<file path="config.mk">
export PLATFORM = sky130hd
export DESIGN_NAME = pipelined_control_flat
export DESIGN_NICKNAME = d
export VERILOG_FILES = /design/src/rtl/pipelined_control_if.sv /design/src/rtl/pipelined_control.sv /design/src/flat_wrapper.sv
export SDC_FILE = /design/constraint.sdc
export NUM_CORES = 1
export LEC_CHECK = 0
export BUFFER_PORTS_ARGS = -buffer_cell sky130_fd_sc_hd__buf_2
export CAP_MARGIN = 20
export CORE_MARGIN = 3
export CORE_UTILIZATION = 30
export CTS_CLUSTER_DIAMETER = 200
export CTS_CLUSTER_SIZE = 14
export DETAILED_ROUTE_END_ITERATION = 7
export GPL_TIMING_DRIVEN = 0
export SKIP_CTS_REPAIR_TIMING = 1
export SKIP_LAST_GASP = 1
export SYNTH_ARGS = -nofsm -noshare
export SYNTH_HDL_FRONTEND = slang
export SYNTH_SLANG_ARGS = --single-unit
</file>
<file path="constraint.sdc">
create_clock -name clk -period 1.75 [get_ports clk]
set_input_delay 0.2625 -clock clk [delete_from_list [all_inputs] [get_ports clk]]
set_output_delay 0.2625 -clock clk [all_outputs]
set_load 0.01 [all_outputs]
</file>
<file path="src/rtl/pipelined_control_if.sv">
// rtl/pipelined_control_if.sv - ID-side request and pipeline control bundle for pipelined_control
//
// Ports (signals):
//   id_valid, id_instr[15:0], flush          : decode-stage request (master drives)
//   stall                                     : hold PC and IF/ID
//   ex_*  / mem_* / wb_*                      : stage-1 / stage-2 / final-stage controls
//   halted, err                               : sticky retirement status
interface pipelined_control_if #(
    parameter int REG_AW = 3
);
    logic              id_valid;
    logic [15:0]       id_instr;
    logic              flush;
    logic              stall;
    logic              ex_valid;
    logic [4:0]        ex_alu_op;
    logic              ex_alu_src;
    logic              ex_imm5;
    logic              ex_zero_ext;
    logic              ex_branch;
    logic              ex_jump;
    logic              mem_valid;
    logic              mem_read;
    logic              mem_write;
    logic              wb_valid;
    logic              wb_reg_write;
    logic              wb_mem_to_reg;
    logic [REG_AW-1:0] wb_wr_reg;
    logic              halted;
    logic              err;

    modport master (
        output id_valid, id_instr, flush,
        input  stall, ex_valid, ex_alu_op, ex_alu_src, ex_imm5, ex_zero_ext, ex_branch, ex_jump,
        input  mem_valid, mem_read, mem_write,
        input  wb_valid, wb_reg_write, wb_mem_to_reg, wb_wr_reg, halted, err
    );

    modport slave (
        input  id_valid, id_instr, flush,
        output stall, ex_valid, ex_alu_op, ex_alu_src, ex_imm5, ex_zero_ext, ex_branch, ex_jump,
        output mem_valid, mem_read, mem_write,
        output wb_valid, wb_reg_write, wb_mem_to_reg, wb_wr_reg, halted, err
    );
endinterface

</file>
<file path="src/rtl/pipelined_control.sv">
// rtl/pipelined_control.sv - instruction decode, control pipeline, hazard stall and halt/err retirement
//
// Ports:
//   clk    : core clock
//   rst_n  : asynchronous active-low reset
//   bus    : pipelined_control_if.slave (id_valid/id_instr/flush in; stall, stage controls,
//            halted, err out)
module pipelined_control #(
    parameter int PIPE_DEPTH = 3,
    parameter int REG_AW     = 3,
    parameter int LINK_REG   = 7,
    parameter int FWD_EN     = 1
) (
    input  logic                 clk,
    input  logic                 rst_n,
    pipelined_control_if.slave   bus
);
    typedef struct packed {
        logic              valid;
        logic [4:0]        alu_op;
        logic              alu_src;
        logic              imm5;
        logic              zero_ext;
        logic              branch;
        logic              jump;
        logic              mem_read;
        logic              mem_write;
        logic              reg_write;
        logic              mem_to_reg;
        logic [REG_AW-1:0] wr_reg;
        logic              halt;
        logic              illegal;
    } ctrl_t;

    ctrl_t       pipe [PIPE_DEPTH];
    ctrl_t       dec;
    ctrl_t       dec_final;
    ctrl_t       s1_next;
    logic        rs_used;
    logic        rt_used;
    logic        dec_raw_illegal;
    logic        illegal_op;
    logic        hazard;
    logic        stall;
    logic        halt_pend;
    logic        halted;
    logic        err;
    logic [4:0]  opcode;
    logic [2:0]  rs;
    logic [2:0]  rt;
    logic [2:0]  rd;
    logic        unused_bits;

    assign opcode      = bus.id_instr[15:11];
    assign rs          = bus.id_instr[10:8];
    assign rt          = bus.id_instr[7:5];
    assign rd          = bus.id_instr[4:2];
    assign unused_bits = &{1'b0, bus.id_instr[1:0]};

    always_comb begin
        dec             = '0;
        rs_used         = 1'b0;
        rt_used         = 1'b0;
        dec_raw_illegal = 1'b0;
        dec.alu_op      = opcode;
        casez (opcode)
            5'b00000: dec.halt = 1'b1;
            5'b00001, 5'b00010, 5'b00011: ;
            5'b00100: dec.jump = 1'b1;
            5'b00101: begin
                dec.jump = 1'b1; dec.alu_src = 1'b1; rs_used = 1'b1;
            end
            5'b00110: begin
                dec.jump = 1'b1; dec.reg_write = 1'b1; dec.wr_reg = REG_AW'(LINK_REG);
            end
            5'b00111: begin
                dec.jump = 1'b1; dec.alu_src = 1'b1; dec.reg_write = 1'b1;
                dec.wr_reg = REG_AW'(LINK_REG); rs_used = 1'b1;
            end
            5'b0100?, 5'b101??: begin
                dec.alu_src = 1'b1; dec.imm5 = 1'b1; dec.reg_write = 1'b1;
                dec.wr_reg = REG_AW'(rt); rs_used = 1'b1;
            end
            5'b0101?: begin
                dec.alu_src = 1'b1; dec.imm5 = 1'b1; dec.zero_ext = 1'b1; dec.reg_write = 1'b1;
                dec.wr_reg = REG_AW'(rt); rs_used = 1'b1;
            end
            5'b011??: begin
                dec.alu_src = 1'b1; dec.branch = 1'b1; rs_used = 1'b1;
            end
            5'b10000: begin
                dec.alu_src = 1'b1; dec.imm5 = 1'b1; dec.mem_write = 1'b1;
                rs_used = 1'b1; rt_used = 1'b1;
            end
            5'b10001: begin
                dec.alu_src = 1'b1; dec.imm5 = 1'b1; dec.mem_read = 1'b1;
                dec.mem_to_reg = 1'b1; dec.reg_write = 1'b1;
                dec.wr_reg = REG_AW'(rt); rs_used = 1'b1;
            end
            5'b10010: begin
                dec.alu_src = 1'b1; dec.zero_ext = 1'b1; dec.reg_write = 1'b1;
                dec.wr_reg = REG_AW'(rs); rs_used = 1'b1;
            end
            5'b10011: begin
                dec.alu_src = 1'b1; dec.imm5 = 1'b1; dec.mem_write = 1'b1; dec.reg_write = 1'b1;
                dec.wr_reg = REG_AW'(rs); rs_used = 1'b1; rt_used = 1'b1;
            end
            5'b11000: begin
                dec.alu_src = 1'b1; dec.reg_write = 1'b1; dec.wr_reg = REG_AW'(rs);
            end
            5'b11001, 5'b11010, 5'b11011, 5'b111??: begin
                dec.reg_write = 1'b1; dec.wr_reg = REG_AW'(rd);
                rs_used = 1'b1; rt_used = 1'b1;
            end
            default: dec_raw_illegal = 1'b1;
        endcase
    end

    // Kept as a separate net so the illegal path stays observable even though
    // every current opcode decodes to something.
    assign illegal_op = dec_raw_illegal;

    // An illegal instruction carries only its raw opcode and the illegal flag.
    always_comb begin
        dec_final = dec;
        if (illegal_op) begin
            dec_final         = '0;
            dec_final.alu_op  = opcode;
            dec_final.illegal = 1'b1;
        end
    end

    // The final stage is not checked: it writes the register file in the
    // same cycle the ID instruction reads it.
    always_comb begin
        hazard = 1'b0;
        for (int k = 0; k < PIPE_DEPTH - 1; k++) begin
            if (pipe[k].valid && pipe[k].reg_write &&
                ((rs_used && pipe[k].wr_reg == REG_AW'(rs)) ||
                 (rt_used && pipe[k].wr_reg == REG_AW'(rt)))) begin
                if (FWD_EN != 0) begin
                    if (k == 0 && pipe[k].mem_read) hazard = 1'b1;
                end else begin
                    hazard = 1'b1;
                end
            end
        end
    end

    assign stall = halt_pend | (bus.id_valid & ~bus.flush & hazard);

    // flush, stall and halt_pend all yield a bubble; stall already covers halt_pend.
    always_comb begin
        s1_next = '0;
        if (bus.id_valid && !bus.flush && !stall) begin
            s1_next       = dec_final;
            s1_next.valid = 1'b1;
        end
    end

    always_ff @(posedge clk or negedge rst_n) begin
        if (!rst_n) begin
            for (int k = 0; k < PIPE_DEPTH; k++) pipe[k] <= '0;
            halt_pend <= 1'b0;
            halted    <= 1'b0;
            err       <= 1'b0;
        end else begin
            pipe[0] <= s1_next;
            for (int k = 1; k < PIPE_DEPTH; k++) pipe[k] <= pipe[k-1];
            if (s1_next.valid && s1_next.halt) halt_pend <= 1'b1;
            // Flags rise on the edge that moves the event into the final stage,
            // so they are visible for the whole cycle it sits there.
            if (pipe[PIPE_DEPTH-2].valid && pipe[PIPE_DEPTH-2].halt)    halted <= 1'b1;
            if (pipe[PIPE_DEPTH-2].valid && pipe[PIPE_DEPTH-2].illegal) err    <= 1'b1;
        end
    end

    assign bus.stall         = stall;
    assign bus.ex_valid      = pipe[0].valid;
    assign bus.ex_alu_op     = pipe[0].alu_op;
    assign bus.ex_alu_src    = pipe[0].alu_src;
    assign bus.ex_imm5       = pipe[0].imm5;
    assign bus.ex_zero_ext   = pipe[0].zero_ext;
    assign bus.ex_branch     = pipe[0].branch;
    assign bus.ex_jump       = pipe[0].jump;
    assign bus.mem_valid     = pipe[1].valid;
    assign bus.mem_read      = pipe[1].mem_read;
    assign bus.mem_write     = pipe[1].mem_write;
    assign bus.wb_valid      = pipe[PIPE_DEPTH-1].valid;
    assign bus.wb_reg_write  = pipe[PIPE_DEPTH-1].reg_write;
    assign bus.wb_mem_to_reg = pipe[PIPE_DEPTH-1].mem_to_reg;
    assign bus.wb_wr_reg     = pipe[PIPE_DEPTH-1].wr_reg;
    assign bus.halted        = halted;
    assign bus.err           = err;
endmodule
</file>
<file path="src/flat_wrapper.sv">
// flat-port wrapper written by rule: the top's interface ports become plain ports
module pipelined_control_flat 
#(
    parameter int PIPE_DEPTH = 3,
    parameter int REG_AW     = 3,
    parameter int LINK_REG   = 7,
    parameter int FWD_EN     = 1
)
  (clk, rst_n, bus_id_valid, bus_id_instr, bus_flush, bus_stall, bus_ex_valid, bus_ex_alu_op, bus_ex_alu_src, bus_ex_imm5, bus_ex_zero_ext, bus_ex_branch, bus_ex_jump, bus_mem_valid, bus_mem_read, bus_mem_write, bus_wb_valid, bus_wb_reg_write, bus_wb_mem_to_reg, bus_wb_wr_reg, bus_halted, bus_err);
  pipelined_control_if #(.REG_AW(REG_AW)) bus_i ();
  input  logic clk;
  input  logic rst_n;
  input wire logic [$bits(bus_i.id_valid)-1:0] bus_id_valid;
  input wire logic [$bits(bus_i.id_instr)-1:0] bus_id_instr;
  input wire logic [$bits(bus_i.flush)-1:0] bus_flush;
  output wire logic [$bits(bus_i.stall)-1:0] bus_stall;
  output wire logic [$bits(bus_i.ex_valid)-1:0] bus_ex_valid;
  output wire logic [$bits(bus_i.ex_alu_op)-1:0] bus_ex_alu_op;
  output wire logic [$bits(bus_i.ex_alu_src)-1:0] bus_ex_alu_src;
  output wire logic [$bits(bus_i.ex_imm5)-1:0] bus_ex_imm5;
  output wire logic [$bits(bus_i.ex_zero_ext)-1:0] bus_ex_zero_ext;
  output wire logic [$bits(bus_i.ex_branch)-1:0] bus_ex_branch;
  output wire logic [$bits(bus_i.ex_jump)-1:0] bus_ex_jump;
  output wire logic [$bits(bus_i.mem_valid)-1:0] bus_mem_valid;
  output wire logic [$bits(bus_i.mem_read)-1:0] bus_mem_read;
  output wire logic [$bits(bus_i.mem_write)-1:0] bus_mem_write;
  output wire logic [$bits(bus_i.wb_valid)-1:0] bus_wb_valid;
  output wire logic [$bits(bus_i.wb_reg_write)-1:0] bus_wb_reg_write;
  output wire logic [$bits(bus_i.wb_mem_to_reg)-1:0] bus_wb_mem_to_reg;
  output wire logic [$bits(bus_i.wb_wr_reg)-1:0] bus_wb_wr_reg;
  output wire logic [$bits(bus_i.halted)-1:0] bus_halted;
  output wire logic [$bits(bus_i.err)-1:0] bus_err;
  assign bus_i.id_valid = bus_id_valid;
  assign bus_i.id_instr = bus_id_instr;
  assign bus_i.flush = bus_flush;
  assign bus_stall = bus_i.stall;
  assign bus_ex_valid = bus_i.ex_valid;
  assign bus_ex_alu_op = bus_i.ex_alu_op;
  assign bus_ex_alu_src = bus_i.ex_alu_src;
  assign bus_ex_imm5 = bus_i.ex_imm5;
  assign bus_ex_zero_ext = bus_i.ex_zero_ext;
  assign bus_ex_branch = bus_i.ex_branch;
  assign bus_ex_jump = bus_i.ex_jump;
  assign bus_mem_valid = bus_i.mem_valid;
  assign bus_mem_read = bus_i.mem_read;
  assign bus_mem_write = bus_i.mem_write;
  assign bus_wb_valid = bus_i.wb_valid;
  assign bus_wb_reg_write = bus_i.wb_reg_write;
  assign bus_wb_mem_to_reg = bus_i.wb_mem_to_reg;
  assign bus_wb_wr_reg = bus_i.wb_wr_reg;
  assign bus_halted = bus_i.halted;
  assign bus_err = bus_i.err;
  pipelined_control #(.PIPE_DEPTH(PIPE_DEPTH), .REG_AW(REG_AW), .LINK_REG(LINK_REG), .FWD_EN(FWD_EN)) u_core (.clk(clk), .rst_n(rst_n), .bus(bus_i));
endmodule
</file>
## Word level (Yosys, flattened, before mapping)

Index checks and enable logic that the tools add are counted.

- Multiplexer cells: 15
- Reduce and logical (&&, ||, !) cells: 25
- Equal/unequal tests: 19
- Bitwise gates (word level): 4

Operators by type and width:

| operator | count |
|---|---|
| $eq A5 B5 Y1 const B | 8 |
| $eq A5 B3 Y1 const B | 4 |
| $mux W20 | 1 |
| $reduce_or A14 Y1 | 1 |
| $mux W1 | 13 |
| $reduce_or A13 Y1 | 1 |
| $pmux W3 S4 | 1 |
| $reduce_or A4 Y1 | 3 |
| $reduce_or A6 Y1 | 2 |
| $reduce_or A11 Y1 | 1 |
| $logic_and A1 B1 Y1 | 9 |
| $eq A4 B3 Y1 const B | 2 |
| $eq A3 B3 Y1 | 2 |
| $eq A3 B3 Y1 const B | 2 |
| $reduce_or A2 Y1 | 3 |
| $logic_not A5 Y1 | 1 |
| $eq A3 B2 Y1 const B | 1 |
| $reduce_or A3 Y1 | 1 |
| $and A1 B1 Y1 | 2 |
| $logic_not A1 Y1 | 2 |
| $logic_or A1 B1 Y1 | 1 |
| $not A1 Y1 | 1 |
| $or A1 B1 Y1 | 1 |

- Output and inout bits: 23
- Logic and storage cells: 92
- Input bits: 20
- Register bits after elaboration: 39

## Longest topological paths before layout

- Depth after elaboration: 13
- Mapped depth: 7
- Mapped depth without buffers: 5

## Worst setup path before layout

No wires, ideal clock.

- Path kind: register to output
- Start point: register u_core.pipe[42] in the netlist's numbering
- End point: output bus_stall
- Path buffers: 0
- Data arrival time: 1.345 ns
- Cell stages (with the launch flop): 6
- Setup slack: 0.143 ns
- Cells stage by stage: dfrtp_1 xnor2_1 nand4_1 o32ai_2 nand3_2 or2b_1

- Longest elaborated chain between the ends: 7

RTL lines:

| what | line | source |
|---|---|---|
| start, declared | pipelined_control.sv:35 | `ctrl_t pipe [PIPE_DEPTH];` |
| $eq A3 B3 Y1, on equally long branches | pipelined_control.sv:139, pipelined_control.sv:140 |  |
| $logic_and A1 B1 Y1, on equally long branches | pipelined_control.sv:139, pipelined_control.sv:140 |  |
| $logic_or A1 B1 Y1 * | pipelined_control.sv:139 | `((rs_used && pipe[k].wr_reg == REG_AW'(rs)) \|\|` |
| $logic_and A1 B1 Y1 * | pipelined_control.sv:138 | `if (pipe[k].valid && pipe[k].reg_write &&` |
| $mux W1 * | pipelined_control.sv:138 |  |
| $and A1 B1 Y1 * | pipelined_control.sv:150 | `assign stall = halt_pend \| (bus.id_valid & ~bus.flush & hazard);` |
| $or A1 B1 Y1 * | pipelined_control.sv:150 |  |
| end, declared | flat_wrapper.sv:16 | `output wire logic [$bits(bus_i.stall)-1:0] bus_stall;` |

Every way passes the cells marked *; elsewhere a longest branch is shown, timed or not.

## Worst setup path after layout

- Start point: register u_core.pipe[44] in the netlist's numbering
- End point: output bus_stall

Same word-level chain as after synthesis.

==> impl_metrics.csv <==
group,metric,value,unit
run_status,status,"finished, violations left",
run_status,violations,"negative setup slack",
layout,final_common_cell,"buf_2",
global_routing,antenna_found_initial,0,
critical_path,critical_path.startpoint_type,"flop",
yosys,post_synth_fa_ha_maj_area_fraction,0,%
global_routing,grt_first_pass_wirelength,4.905,mm
yosys,synthXorXnorAreaFrac,3.997,%
critical_path,cp-end-kind,"output port",
cts,cts_buffer_depth,2,
placed_design,dpl_cell_area,1808,µm²
global_routing,grt-ovfl-total,0,
routing,via_per_inst,4.441,
cts,htree_num_levels,2,
cts,clk_pin_slew_worst_paths,0.06,ns
sta,setup_ws,-0.2513,ns
critical_path,worst-r2r-cell-count,7,
global_routing,grt_pass1_vias,1000,
routing,drt_wl_total,3.011,mm
routing,postRouteAntennaNets,0,
pwr,seqPwrFrac,52.4,%
sta,max_slew_margin,52.29,%
layout,syn_to_final_growth,25.45,%
sta,tightest_slew,0.7156,ns
yosys,synth_seq_cells,34,
yosys,syn_area,1534,µm²
critical_path,path_class,"reg2out",
pwr,power_density,827.1,nW/µm²
layout,fin_util,39.95,%
placed_design,place_hpwl,2.278,mm
cts,numCtsBuffers,5,
yosys,yosys.area_share.simple,19.33,%
critical_path,crit_required,1.49,ns
sta,finalSetupViolations,1,
pwr,power.switching,368.7,µW
pwr,swShare,23.16,%
layout,fill_cells,493,
layout,stdcell_count,247,
routing,met1Wirelength,1.415,mm
pwr,irDropWorstVdd,0.3411,mV
critical_path,r2r_end,"u_core.bus.ex_alu_op[4]$_DFF_PN0_",
yosys,synth-compound-area-share,12.07,%
sta,rsz0062_at_grt,"true",
layout,n_antenna_cell,0,
cts,cts_tree,"yes",
yosys,synth_top_area_share,55.46,%
layout,post-route-cell-area,1924,µm²
cts,clock_sinks,34,
routing,avgRoutedWirePerCell,12.19,µm
sta,slew_viol_final,0,
cts,cts_root_buffer,"clkbuf_8",
critical_path,reg2reg_from,"u_core.pipe[44]$_DFF_PN0_",
sta,max_clock_freq,0.4997,GHz
pwr,internal_power,1223,µW
die,ios,43,
layout,multi_input_area,565.5,µm²
layout,most-common-layout-cells,"buf_2 (39), dfrtp_1 (34), buf_4 (12)",
hold_path,hp-class,"in2async",
yosys,synth_top_family_by_area,"simple AND/OR/NAND/NOR gates",
die,start_util,31.84,%
placed_design,routabilityCongestion,0.7548,
cts,insertion_delay,0.28,ns
routing,first_pass_iters,6,
layout,seq_area,850.8,µm²
yosys,syn_inst,134,
global_routing,track_usage,10.72,%
sta,finalHoldViolCount,0,
yosys,synth_edf_count,0,
yosys,synth.net_count,154,
sta,finalCritPeriodShare,114.4,%
yosys,synth-seq-area-share,55.46,%
critical_path,worstPathMaxFanout,3,
layout,layout-drive-gt1-share,37.22,%
routing,num_vias,1097,
yosys,ys.warnings.count,0,
yosys,postSynthAreaPerCell,11.45,µm²
routing,wl_met2,1.329,mm
placed_design,dp_cells,239,
routing,wl_met3,216,µm
placed_design,portBuffers,38,
pwr,p_comb_share,13.9,%
critical_path,cp.arrival,1.74,ns
yosys,synth_top_flop_cell,"dfrtp_1",
placed_design,pre_cts_ws,-0.2166,ns
die,die-height,77.51,µm
yosys,synth_area_leader_cell,"dfrtp_1",
critical_path,rrSetupSlack,0,ns
layout,largest_register_ffs,12,
layout,fin_nets,201,
pwr,p_leak,0.001032,µW
sta,fin_crit,2.001,ns
yosys,netlist_top_cells_area,"dfrtp_1 (55%), buf_4 (4.9%), and3_1 (4.5%)",
pwr,pwr-share-clk,33.7,%
die,core,4817,µm²
yosys,async_reset_ff_share,100.0,%
routing,drc_errors,0,
sta,finalClockSkew,0.002615,ns
die,dieArea,6007,µm²
routing,drtIter0Drc,48,
yosys,muxShareOfSynthArea,0,%
job,max-cap-violations,0,
routing,top_layer,"met4",
die,rows,25,
yosys,ys_types,37,
die,die_w,77.51,µm
global_routing,grt_start_max_net_pins,35,
synthesized netlist by cell type, drive strengths merged, types with 2 or more instances:
library cell / count
nand2: 7
xnor2: 7
and2: 4
o21ai: 2
nand2b: 2
dfrtp: 34
o221ai: 3
a31oi: 2
o22ai: 2
a21oi: 6
or2b: 4
nor2: 4
nand3: 2
buf: 14
and3: 11
inv: 4
nor2b: 4
a21o: 2
and4: 2
clkbuf: 2
or2: 3
nand4: 2
a221o: 3
area by class of cell:
| cell class | count | area share, % |
|---|---|---|
| Tap cell | 67 | 4.356 |
| Clock buffer | 6 | 4.291 |
| Multi-Input combinational cell | 80 | 29.39 |
| Sequential cell | 34 | 44.21 |
| Buffer | 16 | 6.307 |
| Inverter | 4 | 0.7802 |
| Timing Repair Buffer | 40 | 10.66 |
logic make-up (layout without fill, tap and decap cells):
logic type                Yosys count  after routing
xor gates and xnor gates            7              7
DFF                                34             34
AOI/OAI and AO/OA                  24             24
buffers and inverters              20             66
and+or+nand+nor                    48             48
other                               1              1
how the worst max path moves through the flow:
| stage | from | endpoint | slack, ns |
|---|---|---|---|
| 2_1_floorplan | u_core.pipe[42]$_DFF_PN0_ | bus_stall | 0.14 |
| 3_3_place_gp | bus_id_instr[14] | bus_stall | -0.20 |
| 3_5_place_dp | bus_id_instr[14] | bus_stall | -0.22 |
| 4_1_cts | u_core.pipe[44]$_DFF_PN0_ | bus_stall | -0.48 |
| 5_1_grt | u_core.pipe[43]$_DFF_PN0_ | bus_stall | -0.35 |
| 6_report | u_core.pipe[44]$_DFF_PN0_ | bus_stall | -0.25 |
routing by layer:
metal | vias up | global-route usage (%)
li1 | 552 | -
met1 | 499 | 14.47
met2 | 42 | 15.11
met3 | 4 | 3.828
met4 | 0 | 5.338
met5 | - | 0
critical path: stages, from the launching register on:
cell and delay [ns]:
dfrtp_1 0.42, xnor2_1 0.17, nand4_1 0.18, o32ai_4 0.31
nand3_4 0.11, or2b_1 0.16, buf_2 0.12
power groups by stage:
stage	Sequential, µW	Combinational [µW]	Clock (µW)
after CTS	833	216	559
after global placement	847	214	0
after floorplan	851	124	0
final	833	222	537
after detailed placement	847	216	0
after global routing	837	247	590
per-stage QoR:
stage / TNS (ns) / hold slack [ns] / total power [µW]
5_1_grt: -1.006 / 0.09303 / 1674
4_1_cts: -0.9544 / 0.05009 / 1609
3_5_place_dp: -0.5859 / 0.3347 / 1064
3_3_place_gp: -0.3431 / 0.3332 / 1061
2_1_floorplan: 0 / -0.03309 / 975.1
6_report: -0.2513 / 0.03839 / 1592
(Power assumes the default switching activity.)
